==> src/rtl/pong_pkg.sv <==
`default_nettype none
// ============================================================================
// Module   : pong_pkg
// Purpose  : Shared types and default constants for the Pong game controller.
// Revision : 1.0 - initial release
// ============================================================================
package pong_pkg;

    localparam int SCORE_W          = 4;
    localparam int WIN_SCORE_DEF    = 9;
    localparam int SERVE_FRAMES_DEF = 60;
    localparam int POINT_FRAMES_DEF = 30;
    localparam int HIT_FRAMES_DEF   = 8;

    typedef enum logic [2:0] {
        S_NEW   = 3'd0,
        S_SERVE = 3'd1,
        S_PLAY  = 3'd2,
        S_POINT = 3'd3,
        S_OVER  = 3'd4
    } game_state_t;

    function automatic int max_int(input int a, input int b);
        return (a > b) ? a : b;
    endfunction

endpackage
`default_nettype wire

==> src/rtl/hit_flash_timer.sv <==
`default_nettype none
// ============================================================================
// Module   : hit_flash_timer
// Purpose  : Frame-based countdown that keeps a paddle flash lit after contact.
// Revision : 1.0 - initial release
// ============================================================================
module hit_flash_timer #(
    parameter int HIT_FRAMES = 8
) (
    input  logic Clk,
    input  logic Reset_n,
    input  logic frame_tick,
    input  logic load,
    input  logic clear,
    output logic active
);

    localparam int TMR_W = $clog2(HIT_FRAMES + 1);

    logic [TMR_W-1:0] r_timer;
    logic [TMR_W-1:0] w_timer_next;
    logic             r_active;

    // Clear beats load (leaving play), load beats the frame decrement.
    always_comb begin
        w_timer_next = r_timer;
        if (clear) begin
            w_timer_next = '0;
        end else if (load) begin
            w_timer_next = TMR_W'(HIT_FRAMES);
        end else if (frame_tick && (r_timer != '0)) begin
            w_timer_next = r_timer - TMR_W'(1);
        end
    end

    always_ff @(posedge Clk or negedge Reset_n) begin
        if (!Reset_n) begin
            r_timer  <= '0;
            r_active <= 1'b0;
        end else begin
            r_timer  <= w_timer_next;
            r_active <= (w_timer_next != '0);
        end
    end

    assign active = r_active;

endmodule
`default_nettype wire

==> src/rtl/pong_game_ctrl.sv <==
`default_nettype none
// ============================================================================
// Module   : pong_game_ctrl
// Purpose  : Match sequencer: FSM, scores, serve timing and paddle hit flashes.
// Revision : 1.0 - initial release
// ============================================================================
module pong_game_ctrl
    import pong_pkg::*;
#(
    parameter int WIN_SCORE    = WIN_SCORE_DEF,
    parameter int SERVE_FRAMES = SERVE_FRAMES_DEF,
    parameter int POINT_FRAMES = POINT_FRAMES_DEF,
    parameter int HIT_FRAMES   = HIT_FRAMES_DEF
) (
    input  logic               Clk,
    input  logic               Reset_n,
    input  logic               frame_tick,
    input  logic               start_key,
    input  logic               ball_exit_l,
    input  logic               ball_exit_r,
    input  logic               paddle1_contact,
    input  logic               paddle2_contact,
    output logic [SCORE_W-1:0] scoreL,
    output logic [SCORE_W-1:0] scoreR,
    output logic               nGame,
    output logic               eGame,
    output logic               paddle1Hit,
    output logic               paddle2Hit,
    output logic               play_en,
    output logic               ball_reset,
    output logic               serve_dir
);

    localparam int CNT_MAX = max_int(SERVE_FRAMES, POINT_FRAMES);
    localparam int CNT_W   = (CNT_MAX > 1) ? $clog2(CNT_MAX) : 1;

    game_state_t        r_state, w_state_next;
    logic [CNT_W-1:0]   r_cnt, w_cnt_next;
    logic [SCORE_W-1:0] r_score_l, w_score_l_next;
    logic [SCORE_W-1:0] r_score_r, w_score_r_next;
    logic               r_serve_dir, w_serve_dir_next;
    logic               r_start_d;
    logic               r_ngame, r_egame, r_play_en, r_ball_reset;
    logic               w_start_rise;
    logic               w_in_play;
    logic               w_leave_play;

    assign w_start_rise = start_key & ~r_start_d;
    assign w_in_play    = (r_state == S_PLAY);
    assign w_leave_play = w_in_play && (w_state_next != S_PLAY);

    always_ff @(posedge Clk or negedge Reset_n) begin
        if (!Reset_n) begin
            r_state <= S_NEW;
        end else begin
            r_state <= w_state_next;
        end
    end

    always_comb begin
        w_state_next     = r_state;
        w_cnt_next       = r_cnt;
        w_score_l_next   = r_score_l;
        w_score_r_next   = r_score_r;
        w_serve_dir_next = r_serve_dir;
        case (r_state)
            S_NEW: begin
                if (w_start_rise) begin
                    w_state_next     = S_SERVE;
                    w_score_l_next   = '0;
                    w_score_r_next   = '0;
                    w_serve_dir_next = 1'b1;
                end
            end
            S_SERVE: begin
                if (frame_tick) begin
                    if (r_cnt == CNT_W'(SERVE_FRAMES - 1)) w_state_next = S_PLAY;
                    else                                   w_cnt_next   = r_cnt + CNT_W'(1);
                end
            end
            S_PLAY: begin
                // Ball is served toward the player who just lost the point.
                if (ball_exit_l && ball_exit_r) begin
                    w_state_next = S_POINT;
                end else if (ball_exit_l) begin
                    w_serve_dir_next = 1'b0;
                    if (r_score_r >= SCORE_W'(WIN_SCORE - 1)) begin
                        w_score_r_next = SCORE_W'(WIN_SCORE);
                        w_state_next   = S_OVER;
                    end else begin
                        w_score_r_next = r_score_r + SCORE_W'(1);
                        w_state_next   = S_POINT;
                    end
                end else if (ball_exit_r) begin
                    w_serve_dir_next = 1'b1;
                    if (r_score_l >= SCORE_W'(WIN_SCORE - 1)) begin
                        w_score_l_next = SCORE_W'(WIN_SCORE);
                        w_state_next   = S_OVER;
                    end else begin
                        w_score_l_next = r_score_l + SCORE_W'(1);
                        w_state_next   = S_POINT;
                    end
                end
            end
            S_POINT: begin
                if (frame_tick) begin
                    if (r_cnt == CNT_W'(POINT_FRAMES - 1)) w_state_next = S_SERVE;
                    else                                   w_cnt_next   = r_cnt + CNT_W'(1);
                end
            end
            S_OVER: begin
                if (w_start_rise) begin
                    w_state_next     = S_NEW;
                    w_score_l_next   = '0;
                    w_score_r_next   = '0;
                    w_serve_dir_next = 1'b1;
                end
            end
            default: begin
                w_state_next = S_NEW;
            end
        endcase
        if (w_state_next != r_state) begin
            w_cnt_next = '0;
        end
    end

    // Outputs are registered from the next state so they line up with r_state.
    always_ff @(posedge Clk or negedge Reset_n) begin
        if (!Reset_n) begin
            r_cnt        <= '0;
            r_score_l    <= '0;
            r_score_r    <= '0;
            r_serve_dir  <= 1'b1;
            r_start_d    <= 1'b1;
            r_ngame      <= 1'b1;
            r_egame      <= 1'b0;
            r_play_en    <= 1'b0;
            r_ball_reset <= 1'b1;
        end else begin
            r_cnt        <= w_cnt_next;
            r_score_l    <= w_score_l_next;
            r_score_r    <= w_score_r_next;
            r_serve_dir  <= w_serve_dir_next;
            r_start_d    <= start_key;
            r_ngame      <= (w_state_next == S_NEW);
            r_egame      <= (w_state_next == S_OVER);
            r_play_en    <= (w_state_next == S_PLAY);
            r_ball_reset <= (w_state_next != S_PLAY);
        end
    end

    hit_flash_timer #(.HIT_FRAMES(HIT_FRAMES)) u_flash_p1 (
        .Clk        (Clk),
        .Reset_n    (Reset_n),
        .frame_tick (frame_tick),
        .load       (paddle1_contact & w_in_play),
        .clear      (w_leave_play),
        .active     (paddle1Hit)
    );

    hit_flash_timer #(.HIT_FRAMES(HIT_FRAMES)) u_flash_p2 (
        .Clk        (Clk),
        .Reset_n    (Reset_n),
        .frame_tick (frame_tick),
        .load       (paddle2_contact & w_in_play),
        .clear      (w_leave_play),
        .active     (paddle2Hit)
    );

    assign scoreL     = r_score_l;
    assign scoreR     = r_score_r;
    assign nGame      = r_ngame;
    assign eGame      = r_egame;
    assign play_en    = r_play_en;
    assign ball_reset = r_ball_reset;
    assign serve_dir  = r_serve_dir;

endmodule
`default_nettype wire

==> config.mk <==
export PLATFORM = sky130hd
export DESIGN_NAME = pong_game_ctrl
export DESIGN_NICKNAME = d
export VERILOG_FILES = /design/src/rtl/pong_pkg.sv /design/src/rtl/hit_flash_timer.sv /design/src/rtl/pong_game_ctrl.sv
export SDC_FILE = /design/constraint.sdc
export NUM_CORES = 1
export LEC_CHECK = 0
export CELL_PAD_IN_SITES_DETAIL_PLACEMENT = 0
export CELL_PAD_IN_SITES_GLOBAL_PLACEMENT = 1
export CORE_MARGIN = 5
export CORE_UTILIZATION = 42
export CTS_CLUSTER_DIAMETER = 40
export CTS_CLUSTER_SIZE = 28
export DETAILED_ROUTE_END_ITERATION = 10
export HOLD_SLACK_MARGIN = 0.15
export PLACE_DENSITY_LB_ADDON = 0.1
export SLEW_MARGIN = 40
export SYNTH_ARGS = -nofsm -noshare
export SYNTH_HDL_FRONTEND = slang
export SYNTH_SLANG_ARGS = --single-unit
==> constraint.sdc <==
create_clock -name Clk -period 2.45 [get_ports Clk]
set_input_delay 0.49 -clock Clk [delete_from_list [all_inputs] [get_ports Clk]]
set_output_delay 0.49 -clock Clk [all_outputs]
set_load 0.05 [all_outputs]
; Word-level counts from Yosys, hierarchy flattened
; Cells that the tools add are included.
[word_totals]
reg_bits = 33
latch_bits = 0
mem_bits_rw = 0
mem_bits_ro = 0
n_memories = 0
[op_classes]
add_sub_neg = 5
multipliers = 0
div_mod_pow = 0
n_lt_le_gt_ge = 2
n_eq_ne = 20
n_shift = 0
n_mux = 39
bitwise = 4
n_reduce_logical = 17
[ops]
columns = op, count
row1 = $mux 4, 14
row2 = $mux 3, 11
row3 = $mux 6, 5
row4 = $pmux 4 s2, 2
row5 = $reduce_bool 4->1, 4
row6 = $ne 3x3->1 const B, 5
row7 = $pmux 3 s5, 1
row8 = $pmux 6 s2, 1
row9 = $reduce_and 5->1, 2
row10 = $eq 3x2->1 const B, 3
row11 = $add 4x1->4 const B, 2
row12 = $ge 4x4->1 const B, 2
row13 = $ne 2x2->1 const B, 4
row14 = $reduce_and 4->1, 2
row15 = $sub 4x1->4 const B, 2
row16 = $add 6x1->6 const B, 1
row17 = $eq 3x3->1 const B, 2
row18 = $eq 6x5->1 const B, 1
row19 = $eq 6x6->1 const B, 1
row20 = $logic_not 3->1, 2
row21 = $logic_and 1x1->1, 4
row22 = $mux 1, 4
row23 = $and 1x1->1, 3
row24 = $eq 3x1->1 const B, 1
row25 = 8 further kinds, 8

; Logic depth before layout (Yosys ltp)
; Gate-level depths: netlist of run 1.
[depth]
depth_word = 10
depth_mapped = 7
mapped_depth_nobuf = 7

; Hierarchy
; Synthesis of run 1 repeated with hierarchy kept, for this count alone.
[unflattened]
cells_unflattened = 195
area_unflattened_um2 = 1891.8
[by_module_without_submodules]
columns = mod, instances, cells_per_inst, area_per_inst_um2, seq_area_each_um2
row1 = pong_game_ctrl, 1, 136, 1281.2, 580.6
row2 = hit_flash_timer (u_flash_p1), 1, 32, 326.6, 125.1
row3 = hit_flash_timer (u_flash_p2), 1, 27, 284.0, 125.1

; Worst setup path before layout of run 1
; No wires, ideal clock.
[synth_timing]
path_type = reg-to-reg
from = register r_score_r[3], in the netlist scoreR[3]
to = register u_flash_p2.r_timer[1]
arrival_ps = 1924
slack_ps = 439
stages_incl_launch_ff = 6
path_buffers = 0
synth_period_minus_slack_ps = 2011
path_cell_list = dfrtp_1 -> nor2b_1 -> a2111oi_4 -> a311oi_2 -> o41a_1 -> a211oi_2
[synth_via]
elab_chain_len = 8
[synth_lines]
columns = item, line
row1 = from (decl), pong_game_ctrl.sv:40  ; logic [SCORE_W-1:0] r_score_r, w_score_r_next;
row2 = from (signal assigned), pong_game_ctrl.sv:143  ; r_score_r <= w_score_r_next;
row3 = $ge 4x4->1, pong_game_ctrl.sv:87  ; if (r_score_r >= SCORE_W'(WIN_SCORE - 1)) begin
row4 = $mux 3, pong_game_ctrl.sv:87
row5 = $mux 3, pong_game_ctrl.sv:85  ; end else if (ball_exit_l) begin
row6 = $mux 3, pong_game_ctrl.sv:83  ; if (ball_exit_l && ball_exit_r) begin
row7 = $pmux 3 s5, pong_game_ctrl.sv:66  ; case (r_state)
row8 = net w_state_next[0], pong_game_ctrl.sv:37  ; game_state_t r_state, w_state_next;
row9 = $ne 3x2->1, pong_game_ctrl.sv:50  ; assign w_leave_play = w_in_play && (w_state_next != S_PLAY);
row10 = $logic_and 1x1->1, pong_game_ctrl.sv:50
row11 = $mux 4, hit_flash_timer.sv:27  ; if (clear) begin
row12 = net u_flash_p2.w_timer_next[1], hit_flash_timer.sv:21  ; logic [TMR_W-1:0] w_timer_next;
row13 = to (signal assigned), hit_flash_timer.sv:41  ; r_timer <= w_timer_next;
row14 = to (decl), hit_flash_timer.sv:20  ; logic [TMR_W-1:0] r_timer;
; The timed path passes the listed nets, and every way through them passes these cells.
; A chain may end at the register's enable or synchronous reset.

; Worst setup path after layout of run 1
[layout_timing]
from = input ball_exit_l
to = register u_flash_p2.r_timer[1]
[layout_via]
elab_chain_len = 6
word_cells_on_any_way = 7
classes_between = eq/ne: 1 / mux: 4 / reduce/logical: 2
[layout_lines]
columns = item, line
row1 = from (decl), pong_game_ctrl.sv:19  ; input logic ball_exit_l,
row2 = $mux 3 or $logic_and 1x1->1 (tied branches), "pong_game_ctrl.sv:85, pong_game_ctrl.sv:83"
row3 = $mux 3 (*), pong_game_ctrl.sv:83
row4 = $pmux 3 s5 (*), pong_game_ctrl.sv:66
row5 = $ne 3x2->1 (*), pong_game_ctrl.sv:50
row6 = $logic_and 1x1->1 (*), pong_game_ctrl.sv:50
row7 = $mux 4 (*), hit_flash_timer.sv:27
row8 = net u_flash_p2.w_timer_next[1], hit_flash_timer.sv:21
; Mark *: on every way through the listed nets, which the timed path passes. The rest lies on a longest branch.

==> run_results.csv, run 1 <==
group,metric,value,unit
worst_hold_path,hp-class,"reg -> reg",
logic_synthesis,ys_seq_elements,33,
final_layout,layout-drive-gt1-share,0.146,
floorplan,start_util,0.428,
worst_setup_path,critPathArrivalTime,2.38,ns
clocking,postCtsSetupBuffers,0,
sta,slew_headroom,0.590,
power_and_ir_drop,power.total,0.00209,W
final_layout,area_delta_synth_final,23.1,%
sta,timing_hold_violations_final,0,
sta,post-route-min-period,2.18,ns
placed_design,place_congestion,0.877,
run,maxCapViolCount,0,
sta,slew_violations,0,
worst_setup_path,setup.worst_path.class,"in -> reg",
logic_synthesis,synth_cell_types,51,
power_and_ir_drop,comb_power_share,0.364,
final_layout,mostFrequentLayoutCell,"nor2_1",
placed_design,io_buffer_count,22,
power_and_ir_drop,power_switching,0.000811,W
grt,grt_pass1_vias,1565,
clocking,worstSkewPairLatency,0.28,ns
route,route.detailed.drc,0,
sta,rsz0062_at_grt,"false",
power_and_ir_drop,seqPwrFrac,0.420,
placed_design,dpl.hpwl,2970,um
final_layout,fillerInstances,392,
grt,grt_max_degree,34,
sta,tightest_slew,0.610,ns
clocking,cts_sinks,33,
route,drtIter0Drc,87,
power_and_ir_drop,ir_drop,451,uV
final_layout,final_nets,241,
logic_synthesis,seq_area_frac_synth,0.452,
final_layout,final_util,0.527,
final_layout,mostFrequentLayoutCells,"nor2_1 (31), dfrtp_1 (29), clkdlybuf4s50_1 (22)",
floorplan,dieArea,5800,um2
final_layout,multi_input_area,938,um2
worst_setup_path,cp_num_buf_inv,1,
final_layout,regArea,831,um2
clocking,h-tree-depth,2,
sta,clock.fmax,0.459,GHz
clocking,cts.reportedPaths.clkPinSlew,0.07,ns
worst_setup_path,max_stage_delay,0.59,ns
run_status,outcome,"completed",
clocking,cts_resized,0,
logic_synthesis,synth_warnings,0,
logic_synthesis,synth_edf_count,0,
worst_setup_path,crit_chain,"clkdlybuf4s50_1 > nor2b_1 > o311ai_0 > a21boi_1 > o41a_1 > a211oi_2",
worst_setup_path,worst_path_max_delay_cell,"clkdlybuf4s50_1",
worst_setup_path,worstPathMaxFanout,7,
logic_synthesis,syn_inst,192,
power_and_ir_drop,leakage,0.947,nW
floorplan,coreArea,4290,um2
worst_setup_path,path_delay_family,"compound AO/OA/AOI/OAI gates",
clocking,cts_buffer_depth,2,
route,viasPerCell,5.46,
sta,setup-tns-final,0,ns
route,drtAntennaViolNets,0,
logic_synthesis,async_reset_ff_frac,1.00,
clocking,ctsHoldBuffers,0,
final_layout,antenna_cells,0,
route,dr.pass1.iters,4,
grt,grt_first_pass_wirelength,6910,um
logic_synthesis,synth_area,1840,um2
grt,antenna_found_initial,0,
sta,fin_skew,0.00546,ns
power_and_ir_drop,clkPwrFrac,0.216,
logic_synthesis,syn_nets,208,
worst_setup_path,end_kind,"register",
grt,overflow,0,
worst_setup_path,cp-start-kind,"primary input",
clocking,cts_tree,"yes",
sta,finalSetupViolations,0,
floorplan,rows,24,
logic_synthesis,synth_top_flop_cell,"dfrtp_1",
route,totalWireLength,4020,um
floorplan,fp.dieH,76.1,um
sta,fin_crit_sh,0.890,
logic_synthesis,syn_avg_cell_area,9.57,um2
worst_setup_path,crit_required,2.65,ns
floorplan,die_x,76.1,um
power_and_ir_drop,powerDensity,923,nW/um2
grt,grtUsageTotal,0.143,
power_and_ir_drop,p_int,0.00128,W
route,wire_per_inst,14.5,um
clocking,numCtsBuffers,5,
floorplan,io_pins,23,
route,dr_total_vias,1517,
power_and_ir_drop,p_sw_frac,0.389,
clocking,cts_root_buf,"clkbuf_8",
## Yosys cell counts, types with 2 or more instances
master	count	area [um2]
o22ai_1	2	12.5
nand2_1	9	33.8
inv_1	14	52.6
nor2b_1	4	25.0
o21ba_2	2	20.0
nand3_1	8	40.0
nor3_1	7	35.0
a21oi_1	7	35.0
dfrtp_1	29	726
and2b_1	2	15.0
dfstp_2	4	105
nand3b_1	5	37.5
buf_2	2	10.0
nand2b_1	2	12.5
o21ai_0	10	50.1
a31oi_1	5	31.3
xnor2_1	4	35.0
or2_2	2	12.5
ha_1	8	100
o31ai_1	3	22.5
nor2_1	31	116
a211oi_1	2	15.0
a21boi_0	2	15.0
## cell type report
class,count,share of cell area
repair buffers,29,0.121
inverters,14,0.0232
clock inverters,1,0.00221
clock buffers,7,0.0426
multi-input cells,142,0.415
flip-flops and latches,33,0.367
well taps,52,0.0288
## power by group through the flow
stage	Combinational [W]	Sequential (W)	Clock [W]
detailed placement	0.000758	0.000882	0
global placement	0.000743	0.000873	0
global route	0.000847	0.000901	0.000495
finish	0.000759	0.000877	0.000450
floorplan	0.000501	0.000915	0
CTS	0.000762	0.000874	0.000472
## registers in the layout (all words and copies together), names as in the netlist
signal	flops
scoreR	4
serve_dir	1
ball_reset	1
u_flash_p2.active	1
scoreL	4
play_en	1
u_flash_p1.r_timer	4
r_cnt	6
nGame	1
u_flash_p1.active	1
r_state	3
u_flash_p2.r_timer	4
eGame	1
r_start_d	1
## worst min-delay path: stages (launching register included)
cell and delay (ns):
dfstp_2 0.37, nor2_1 0.10, a31oi_1 0.05
## through the flow
stage                     cell area [um2]  std cells  setup slack, ns  hold WS (ns)
after floorplan                      1840        192            0.439         0.194
after global placement               2160        270           0.0538         0.494
after detailed placement             2160        270          -0.0277         0.508
after CTS                            2260        278            0.280         0.518
after global routing                 2260        278            0.191         0.549
final                                2260        278            0.271         0.516
## cell families after synthesis
kind of cell / after synthesis / synth area share
flops: 33 / 0.452
simple gates: 80 / 0.228
compound gates: 49 / 0.204
buf+inv: 17 / 0.0368
xor+xnor: 5 / 0.0238
fa+ha+maj: 8 / 0.0545
## path summary, 6_finish.rpt
check | from | end | slack, ns | cells after the start
hold / removal | serve_dir | serve_dir | 0.52 | 2
setup reg to reg | r_state[1] | u_flash_p2.r_timer[1] | 0.48 | 5
max in group asynchronous | Reset_n | serve_dir | 1.50 | 2
hold reg to reg | serve_dir | serve_dir | 0.52 | 2
setup / recovery | ball_exit_l | u_flash_p2.r_timer[1] | 0.27 | 6
min in group asynchronous | Reset_n | scoreL[1] | 0.62 | 2
## per-layer routing
layer	vias to the layer above	GRT usage	part of all wire
li1	752	-	-
met1	721	0.173	0.45
met2	35	0.234	0.47
met3	9	0.0437	0.053
met4	0	0.0629	0.024
met5	-	0	0
Power figures use the tool's default switching activity.
==> inputs of run 2 (changes only) <==
==> constraint.sdc (replaced) <==
create_clock -name Clk -period 2.1 [get_ports Clk]
set_input_delay 0.42 -clock Clk [delete_from_list [all_inputs] [get_ports Clk]]
set_output_delay 0.42 -clock Clk [all_outputs]
set_load 0.05 [all_outputs]
==> run_results.csv, run 2 (synthesis gave the netlist of run 1 again) <==
group,metric,value,unit
run_status,outcome,"completed",
worst_setup_path,path_delay_family,"buffers and inverters",
floorplan,start_util,0.428,
clocking,cts_sinks,33,
route,dr_total_vias,1531,
sta,post-route-min-period,2.03,ns
floorplan,rows,24,
floorplan,dieArea,5800,um2
power_and_ir_drop,powerDensity,1080,nW/um2
final_layout,area_delta_synth_final,27.2,%
worst_setup_path,cp_num_buf_inv,1,
worst_setup_path,critPathArrivalTime,1.61,ns
worst_setup_path,setup.worst_path.class,"reg -> out",
final_layout,largest_reg_flops,6,
route,totalWireLength,4100,um
route,wire_per_inst,14.3,um
final_layout,final_area,2340,um2
worst_hold_path,hp-class,"reg -> reg",
grt,grt_first_pass_wirelength,7100,um
worst_setup_path,end_kind,"primary output",
final_layout,multi_input_area,941,um2
final_layout,mostFrequentLayoutCell,"nor2_1",
route,drtIter0Drc,48,
worst_setup_path,worstPathMaxFanout,7,
floorplan,die_x,76.1,um
placed_design,placed_area,2210,um2
final_layout,fillerInstances,395,
power_and_ir_drop,ir_drop,593,uV
grt,overflow,0,
sta,slew_headroom,0.605,
worst_setup_path,crit_required,1.68,ns
clocking,cts.reportedPaths.clkPinSlew,0.07,ns
route,dr.pass1.iters,4,
clocking,worstSkewPairLatency,0.28,ns
route,drtAntennaViolNets,0,
worst_setup_path,crit_chain,"clkdlybuf4s50_1",
clocking,postCtsSetupBuffers,0,
grt,grt_max_degree,34,
grt,antenna_found_initial,0,
sta,timing_hold_violations_final,0,
worst_setup_path,max_stage_delay,0.85,ns
sta,clock.fmax,0.493,GHz
clocking,ctsHoldBuffers,0,
route,route.detailed.drc,0,
sta,finalSetupViolations,0,
clocking,h-tree-depth,2,
final_layout,mostFrequentLayoutCells,"nor2_1 (31), dfrtp_1 (29), clkdlybuf4s50_1 (19)",
final_layout,top_register,"r_cnt",
clocking,cts_tree,"yes",
power_and_ir_drop,leakage,1.00,nW
sta,tightest_slew,0.587,ns
sta,fin_crit_sh,0.967,
floorplan,io_pins,23,
sta,fin_skew,0.00611,ns
final_layout,final_nets,249,
floorplan,fp.dieH,76.1,um
final_layout,layout-drive-gt1-share,0.184,
final_layout,antenna_cells,0,
clocking,cts_buffer_depth,2,
grt,grtUsageTotal,0.149,
floorplan,coreArea,4290,um2
grt,grt_pass1_vias,1556,
clocking,cts_resized,0,
power_and_ir_drop,power.total,0.00253,W
final_layout,regArea,831,um2
clocking,cts_root_buf,"clkbuf_8",
sta,slew_violations,0,
placed_design,place_congestion,0.824,
worst_setup_path,cp-start-kind,"register",
sta,setup-tns-final,0,ns
worst_setup_path,worst_path_max_delay_cell,"clkdlybuf4s50_1",
clocking,numCtsBuffers,5,
route,viasPerCell,5.35,
placed_design,dpl.hpwl,3090,um
run,maxCapViolCount,0,
placed_design,io_buffer_count,22,
[run 2: worst paths after layout]
kind / start / endpoint / slack (ns) / depth (start not counted)
min in group asynchronous: Reset_n / scoreL[1] / 0.54 / 2
max: scoreR[3] / scoreR[3] / 0.07 / 1
min reg2reg: serve_dir / serve_dir / 0.52 / 2
max reg2reg: r_state[1] / u_flash_p2.r_timer[1] / 0.23 / 6
max in group asynchronous: Reset_n / r_start_d / 1.22 / 2
min: serve_dir / serve_dir / 0.52 / 2
[run 2: area by class of cell]
type	count	area share
Clock buffer	7	0.0370
Inverter	14	0.0225
Multi-Input combinational cell	142	0.403
Sequential cell	33	0.356
Tap cell	52	0.0279
Clock inverter	1	0.0129
Timing Repair Buffer	37	0.141
[run 2: where the power goes]
part           total, W  leakage, nW  switching (W)  internal [W]
registers       0.00101        0.394       0.000199      0.000813
clock network  0.000609       0.0585       0.000222      0.000387
logic          0.000905        0.548       0.000508      0.000397
total           0.00253         1.00       0.000929       0.00160
[run 2: per-stage QoR]
stage / setup WS [ns] / cells / utilization / hold WS (ns)
6_report: 0.0702 / 286 / 0.544 / 0.520
5_1_grt: -0.00308 / 286 / 0.544 / 0.573
4_1_cts: 0.0303 / 286 / 0.543 / 0.531
3_5_place_dp: -0.263 / 278 / 0.516 / 0.521
3_3_place_gp: -0.190 / 278 / 0.516 / 0.495
2_1_floorplan: 0.0889 / 192 / - / 0.124
[run 2: per-layer routing]
metal / global-route usage / up-vias / wire length, um
met1: 0.175 / 731 / 1840
met5: 0 / - / 0
met4: 0.0734 / 0 / 76
met3: 0.0343 / 7 / 166
li1: - / 764 / -
met2: 0.253 / 29 / 2020
[run 2: worst min-delay path, stage by stage (launching register included)]
cell     delay [ns]
dfstp_2        0.37
nor2_1         0.10
a31oi_1        0.05
